<file path="config.mk">
export PLATFORM = sky130hd
export DESIGN_NAME = mux_bit_arbiter_flat
export DESIGN_NICKNAME = d
export VERILOG_FILES = /design/src/rtl/mux_bit_arbiter_if.sv /design/src/rtl/mux_bit_arbiter.sv /design/src/flat_wrapper.sv
export SDC_FILE = /design/constraint.sdc
export NUM_CORES = 1
export LEC_CHECK = 0
export ABC_CLOCK_PERIOD_IN_PS = 6900
export CAP_MARGIN = 40
export CORE_UTILIZATION = 39
export CTS_BUF_LIST = sky130_fd_sc_hd__clkbuf_4
export DETAILED_ROUTE_END_ITERATION = 6
export PLACE_DENSITY = 0.95
export SLEW_MARGIN = 0
export SYNTH_ARGS = -nofsm -noshare
export SYNTH_HDL_FRONTEND = slang
export SYNTH_SLANG_ARGS = --single-unit
</file>
<file path="constraint.sdc">
create_clock -name clk -period 6.9 [get_ports clk]
set_input_delay 2.07 -clock clk [delete_from_list [all_inputs] [get_ports clk]]
set_output_delay 2.07 -clock clk [all_outputs]
set_load 0.02 [all_outputs]
</file>
<file path="src/rtl/mux_bit_arbiter_if.sv">
// rtl/mux_bit_arbiter_if.sv - requester, response and shared-selector signals of the bit-select arbiter
interface mux_bit_arbiter_if #(
   parameter int NREQ = 4,
   parameter int DW   = 32,
   parameter int SW   = 5
);
   logic [NREQ-1:0]    req;
   logic [NREQ*DW-1:0] req_data;
   logic [NREQ*SW-1:0] req_sel;
   logic [NREQ-1:0]    gnt;
   logic [NREQ-1:0]    rsp_valid;
   logic               rsp_bit;
   logic [NREQ-1:0]    rsp_ready;
   logic [DW-1:0]      mux_x;
   logic [SW-1:0]      mux_y;
   logic               mux_f;
   logic               busy;

   modport slave (
      input  req, req_data, req_sel, rsp_ready, mux_f,
      output gnt, rsp_valid, rsp_bit, mux_x, mux_y, busy
   );

   modport master (
      output req, req_data, req_sel, rsp_ready, mux_f,
      input  gnt, rsp_valid, rsp_bit, mux_x, mux_y, busy
   );
endinterface

</file>
<file path="src/rtl/mux_bit_arbiter.sv">
// rtl/mux_bit_arbiter.sv - round-robin sharing of one 32:1 bit-select unit among NREQ requesters
module mux_bit_arbiter #(
   parameter int NREQ = 4,
   parameter int DW   = 32,
   parameter int SW   = 5
) (
   input logic            clk,
   input logic            rst_n,
   mux_bit_arbiter_if.slave bus
);
   localparam int PW = (NREQ > 1) ? $clog2(NREQ) : 1;

   typedef enum logic [1:0] {
      IDLE   = 2'd0,
      SAMPLE = 2'd1,
      RESP   = 2'd2
   } state_t;

   state_t          r_state;
   logic [PW-1:0]   r_ptr;
   logic [PW-1:0]   r_win;
   logic [NREQ-1:0] r_rsp_valid;
   logic            r_rsp_bit;
   logic [DW-1:0]   r_mux_x;
   logic [SW-1:0]   r_mux_y;

   logic [PW-1:0]   w_win;
   logic            w_found;
   logic [NREQ-1:0] w_gnt;

   // First asserted request at or after the pointer, wrapping; only offered in IDLE.
   always_comb begin
      w_win   = '0;
      w_found = 1'b0;
      if (r_state == IDLE) begin
         for (int k = 0; k < NREQ; k++) begin
            if (!w_found && bus.req[(int'(r_ptr) + k) % NREQ]) begin
               w_found = 1'b1;
               w_win   = PW'((int'(r_ptr) + k) % NREQ);
            end
         end
      end
   end

   assign w_gnt = w_found ? (NREQ'(1) << w_win) : '0;

   always_ff @(posedge clk or negedge rst_n) begin
      if (!rst_n) begin
         r_state     <= IDLE;
         r_ptr       <= '0;
         r_win       <= '0;
         r_rsp_valid <= '0;
         r_rsp_bit   <= 1'b0;
         r_mux_x     <= '0;
         r_mux_y     <= '0;
      end else begin
         case (r_state)
            IDLE: begin
               if (w_found) begin
                  r_mux_x <= bus.req_data[int'(w_win)*DW +: DW];
                  r_mux_y <= bus.req_sel[int'(w_win)*SW +: SW];
                  r_win   <= w_win;
                  r_state <= SAMPLE;
               end
            end
            SAMPLE: begin
               r_rsp_bit   <= bus.mux_f;
               r_rsp_valid <= NREQ'(1) << r_win;
               r_ptr       <= (int'(r_win) == NREQ - 1) ? '0 : r_win + PW'(1);
               r_state     <= RESP;
            end
            RESP: begin
               if (bus.rsp_ready[r_win]) begin
                  r_rsp_valid <= '0;
                  r_state     <= IDLE;
               end
            end
            default: r_state <= IDLE;
         endcase
      end
   end

   assign bus.gnt       = w_gnt;
   assign bus.rsp_valid = r_rsp_valid;
   assign bus.rsp_bit   = r_rsp_bit;
   assign bus.mux_x     = r_mux_x;
   assign bus.mux_y     = r_mux_y;
   assign bus.busy      = (r_state != IDLE);
endmodule
</file>
<file path="src/flat_wrapper.sv">
// flat-port wrapper written by rule: the top's interface ports become plain ports
module mux_bit_arbiter_flat 
#(
   parameter int NREQ = 4,
   parameter int DW   = 32,
   parameter int SW   = 5
)
  (clk, rst_n, bus_req, bus_req_data, bus_req_sel, bus_rsp_ready, bus_mux_f, bus_gnt, bus_rsp_valid, bus_rsp_bit, bus_mux_x, bus_mux_y, bus_busy);
  mux_bit_arbiter_if #(.NREQ(NREQ), .DW(DW), .SW(SW)) bus_i ();
  input logic clk;
  input logic rst_n;
  input wire logic [$bits(bus_i.req)-1:0] bus_req;
  input wire logic [$bits(bus_i.req_data)-1:0] bus_req_data;
  input wire logic [$bits(bus_i.req_sel)-1:0] bus_req_sel;
  input wire logic [$bits(bus_i.rsp_ready)-1:0] bus_rsp_ready;
  input wire logic [$bits(bus_i.mux_f)-1:0] bus_mux_f;
  output wire logic [$bits(bus_i.gnt)-1:0] bus_gnt;
  output wire logic [$bits(bus_i.rsp_valid)-1:0] bus_rsp_valid;
  output wire logic [$bits(bus_i.rsp_bit)-1:0] bus_rsp_bit;
  output wire logic [$bits(bus_i.mux_x)-1:0] bus_mux_x;
  output wire logic [$bits(bus_i.mux_y)-1:0] bus_mux_y;
  output wire logic [$bits(bus_i.busy)-1:0] bus_busy;
  assign bus_i.req = bus_req;
  assign bus_i.req_data = bus_req_data;
  assign bus_i.req_sel = bus_req_sel;
  assign bus_i.rsp_ready = bus_rsp_ready;
  assign bus_i.mux_f = bus_mux_f;
  assign bus_gnt = bus_i.gnt;
  assign bus_rsp_valid = bus_i.rsp_valid;
  assign bus_rsp_bit = bus_i.rsp_bit;
  assign bus_mux_x = bus_i.mux_x;
  assign bus_mux_y = bus_i.mux_y;
  assign bus_busy = bus_i.busy;
  mux_bit_arbiter #(.NREQ(NREQ), .DW(DW), .SW(SW)) u_core (.clk(clk), .rst_n(rst_n), .bus(bus_i));
endmodule
</file>
==> results.md <==
- The flow ran to the end, and the final reports show no timing, DRC or antenna violations.
- On the worst path, the slowest cell contributes a delay of 0.65 ns.
- The analysis attributes to cell leakage a power of 2.10 nW.
- In this run the cell area measured after placement is 5010 um^2.
- The average wire per standard cell is 17.6 um.
- STA puts the critical path data required time at 4.83 ns.
- The worst path uses 89.0% of the clock period.
- The number of antenna violations at the first check in global routing is 0.
- The relative area change from synthesis to final layout is 75.4%.
- For this block, the via count after detailed routing is 3004.
- The power spent charging and discharging nets is 811 uW.
- Summing the areas of all fa, ha and maj instances in the mapped netlist gives 1.74% of the synthesized area.
- The final-layout fill cell count is 518.
- The average cell area after synthesis is 10.8 um^2.
- Summing every instance area after synthesis gives 2880 um^2.
- The critical path contains buffers and inverters numbering 2 combined.
- The post-route setup TNS is 0 ns.
- The minimum clock period is 6.14 ns.
- Summed over all nets, the half-perimeter wirelength after detailed placement is 7700 um.
- The synthesized netlist devotes 14.9% of its cell area to compound gates.
- The fraction of power consumed by the clock network is 6.9%.
- The power share of the combinational group is 65.4%.
- The synthesized design contains 48 register bits.
- In this run, post-CTS repair resized a total of 0 instances.
- The minimum setup slack after placement is 0.782 ns.
- The areal power density over the cells is 365 nW/um^2.
- The simple-gate share of the synthesized area is 9.85%.
- The portion of synthesized area spent on multiplexers is 26.8%.
- The count of input and output buffers is 205.
- TritonCTS built the clock tree.
- The combinational family with the most area after synthesis is multiplexers.
- The final instance area is 5060 um^2.
- The critical path is of the in2out type.
- The die is 88.0 um tall.
- The power consumption is 1.84 mW.
- The post-route DRC violation count is 0.
- The setup skew after layout is 0.00865 ns.
- The via count of the first global-routing pass is 3092.
- The worst register-to-register path has a setup slack of 4.47 ns.
- The netlist uses 28 different library cells.
- The category of the worst setup path capture point is an output pin.
- The tree is rooted in a sky130_fd_sc_hd__clkbuf_4.
- For this configuration, the core starts out at a cell density of 41.3%.
- In this run the most critical hold path is launched from u_core.bus.mux_x[8].
- For this block, the initial DRC count from the detailed router was 83.
- Setup repair after global routing left no endpoint under its margin.
- The cell internal power dissipation is 1.03 mW.
- The routed length on met3 is 903 um.
- Along the worst path, the maximum fanout reaches 4.
- Routed signal wires occupy layers up through met4.
- The worst setup path is launched from an input pin.
- In the detailed route, the total length drawn on met2 is 5370 um.
- The signal on the critical path passes through clkdlybuf4s50_1 > nand2b_1 > a211oi_1 > o21ai_4 > nor2_1 > clkdlybuf4s50_1.
- The I/O pin count is 206.
- The number of pins with negative max-slew slack in the final report is 0.
- The total clock sinks is 48.
- Entering global routing, the biggest net connects 39 pins.
- The H-tree depth is 2.
- In this design, the largest share of critical-path delay is due to buffers and inverters.
- The number of nets handed over by synthesis was 431.
- The end of the worst register-to-register path is u_core.bus.mux_x[19].
- The first global-routing pass estimated 15000 um of wire.
- At the end of the flow the core is filled with cells to 72.4%.
- The detailed-routing iteration count for the pre-antenna-repair pass is 4.
- The final layout net count is 629.
- The number of max-capacitance violations reported is 0.
- The most frequent standard cell in the layout excluding fill and tap cells is sky130_fd_sc_hd__clkdlybuf4s50_1.
- The remaining max-slew budget at the tightest pin is 50.8%.
- The worst hold path terminates at u_core.bus.mux_x[8].
- The fraction of layout cells with a size suffix above 1 is 4.50%.
- The number of flops mapped to enable cells by yosys is 0.
- The weighted congestion at the end of routability-driven global placement is 0.929.
- The slowest stage of the critical path belongs to the cell sky130_fd_sc_hd__clkdlybuf4s50_1.
- The die covers 7740 um^2.
- In this run the core area contains 30 standard-cell rows.
- The number of clock buffers added by TritonCTS is 5.
- The slew at the pin closest to its max-slew limit is 0.736 ns.
- The clock passes through at most 2 buffers.
- During synthesis, Yosys emitted a total of 0 warnings.
- Setup violations remaining at the end of the flow were counted as 0.
- The wire length on met1 is 3460 um.
- The clock input transition at the sequential cells of the worst setup and hold paths is 0.13 ns.
- In this run, post-CTS hold repair placed 0 buffers.
- The sequential cell area fraction in the yosys report is 41.7%.
- The beginning of the worst register-to-register path is u_core.r_ptr[1].
- In this design, the critical path's most frequently occurring cell is sky130_fd_sc_hd__clkdlybuf4s50_1.
- The clock reaches the later pin of the worst-skew pair after 0.35 ns.
- The most common flop cell mapped by yosys is sky130_fd_sc_hd__dfrtp_1.
- The worst hold-check path type is reg2reg.
- Once routing completed, OpenROAD measured the worst setup slack at 0.759 ns.
- After global routing the overflow that remains totals 0.
- The maximum operating frequency is 0.163 GHz.
- Summed over all layers, the routed wires come to 9930 um.
- Global routing used 25.6% of the available tracks.
- The number of cells traversed by the worst hold path is 2.
- The share of total power consumed by net switching is 44.0%.
- The post-synthesis cell count is 268.
- In the layout the commonest cells are sky130_fd_sc_hd__clkdlybuf4s50_1, sky130_fd_sc_hd__mux2i_1, sky130_fd_sc_hd__dfrtp_1, sky130_fd_sc_hd__nand2_1, sky130_fd_sc_hd__o221ai_1.
- The worst reg2reg path depth is 6.
- The synthesized netlist devotes 0% of its cell area to XOR and XNOR gates.
- The number of hold-slack violations in the final timing report came to 0.
- The horizontal extent of the die is 88.0 um.
- The number of buffers inserted by post-CTS setup repair is 0.
- The worst-case IR drop observed on VDD is 0.000207 V.
- The standard cell core area is 6980 um^2.
- The final antenna diode count is 0.
- The share of synthesized flip-flops with an asynchronous set or reset is 100%.
- The detail route stage leaves a number of antenna-violating nets equal to 0.
- The data arrival time of the worst path is 4.07 ns.
- The via density per instance is 5.34.
- The share of power burned in registers is 27.7%.
cell usage after synthesis (all sizes together) (2+ instances only):
master,n,area share [%]
clkbuf,12,1.6
a22o,4,1.2
buf,9,3.1
a21o,2,0.52
o21ai,2,0.35
o221ai,37,11
ha,4,1.7
nor2b,2,0.43
mux2i,75,26
dfrtp,48,42
inv,3,0.39
a21oi,3,0.52
nand2,46,6.0
nor2,8,1.3
or2,2,0.43
nand2b,4,0.87
area by class of cell:
type	count	area [um^2]	area share, %
clock buffers	5	37.5	0.742
clock inverters	3	13.8	0.272
inverters	3	11.3	0.223
multi-input cells	196	1550	30.7
flip-flops and latches	48	1200	23.8
well taps	96	120	2.38
repair buffers	212	2120	41.9
flip-flops by register name (all words and copies together) (netlist names):
| register | count |
|---|---|
| u_core.bus.mux_x | 32 |
| u_core.bus.mux_y | 5 |
| u_core.bus.rsp_valid | 4 |
| u_core.r_ptr | 2 |
| u_core.r_state | 2 |
| u_core.r_win | 2 |
| u_core.bus.rsp_bit | 1 |
routing by layer:
layer / vias to the layer above / GRT usage [%]
li1: 1398 / -
met1: 1433 / 25.9
met2: 154 / 49.5
met3: 19 / 7.45
met4: 0 / 8.94
met5: - / 0
tightest hold or removal path, stage by stage (launching register included):
cell	delay, ns
sky130_fd_sc_hd__dfrtp_1	0.37
sky130_fd_sc_hd__nand2_1	0.05
sky130_fd_sc_hd__o221ai_1	0.06
stage by stage:
stage                     hold WS [ns]  std cells
final                            0.501        563
after global routing             0.530        563
after CTS                        0.506        563
after detailed placement         0.473        555
after global placement           0.461        553
after floorplan                  0.522        268
how the worst max path moves through the flow:
stage,start,endpoint,slack (ns),cells past startpoint
after global routing,bus_req[3],bus_gnt[0],0.69,6
after global placement,bus_req[1],bus_gnt[2],0.94,6
after floorplan,bus_req[1],bus_gnt[2],1.62,6
after detailed placement,bus_req[3],bus_gnt[0],0.78,6
after CTS,bus_req[3],bus_gnt[0],0.78,6
final,bus_req[3],bus_gnt[0],0.76,6
power groups by stage:
stage / Combinational [mW] / Sequential (mW) / Clock (mW)
CTS: 1.21 / 0.511 / 0.133
global route: 1.29 / 0.528 / 0.143
global placement: 1.16 / 0.508 / 0
finish: 1.21 / 0.512 / 0.126
detailed placement: 1.21 / 0.516 / 0
floorplan: 0.574 / 0.648 / 0
kinds of logic (layout without fill, tap and decap cells):
kind of cell | count (synthesis) | in the layout
AOI/OAI and AO/OA | 51 | 51
adders and majority gates | 4 | 4
buffers and inverters | 24 | 223
DFF | 48 | 48
muxes | 76 | 76
and+or+nand+nor | 65 | 65
Note: power is estimated with default switching activity, not from simulation.
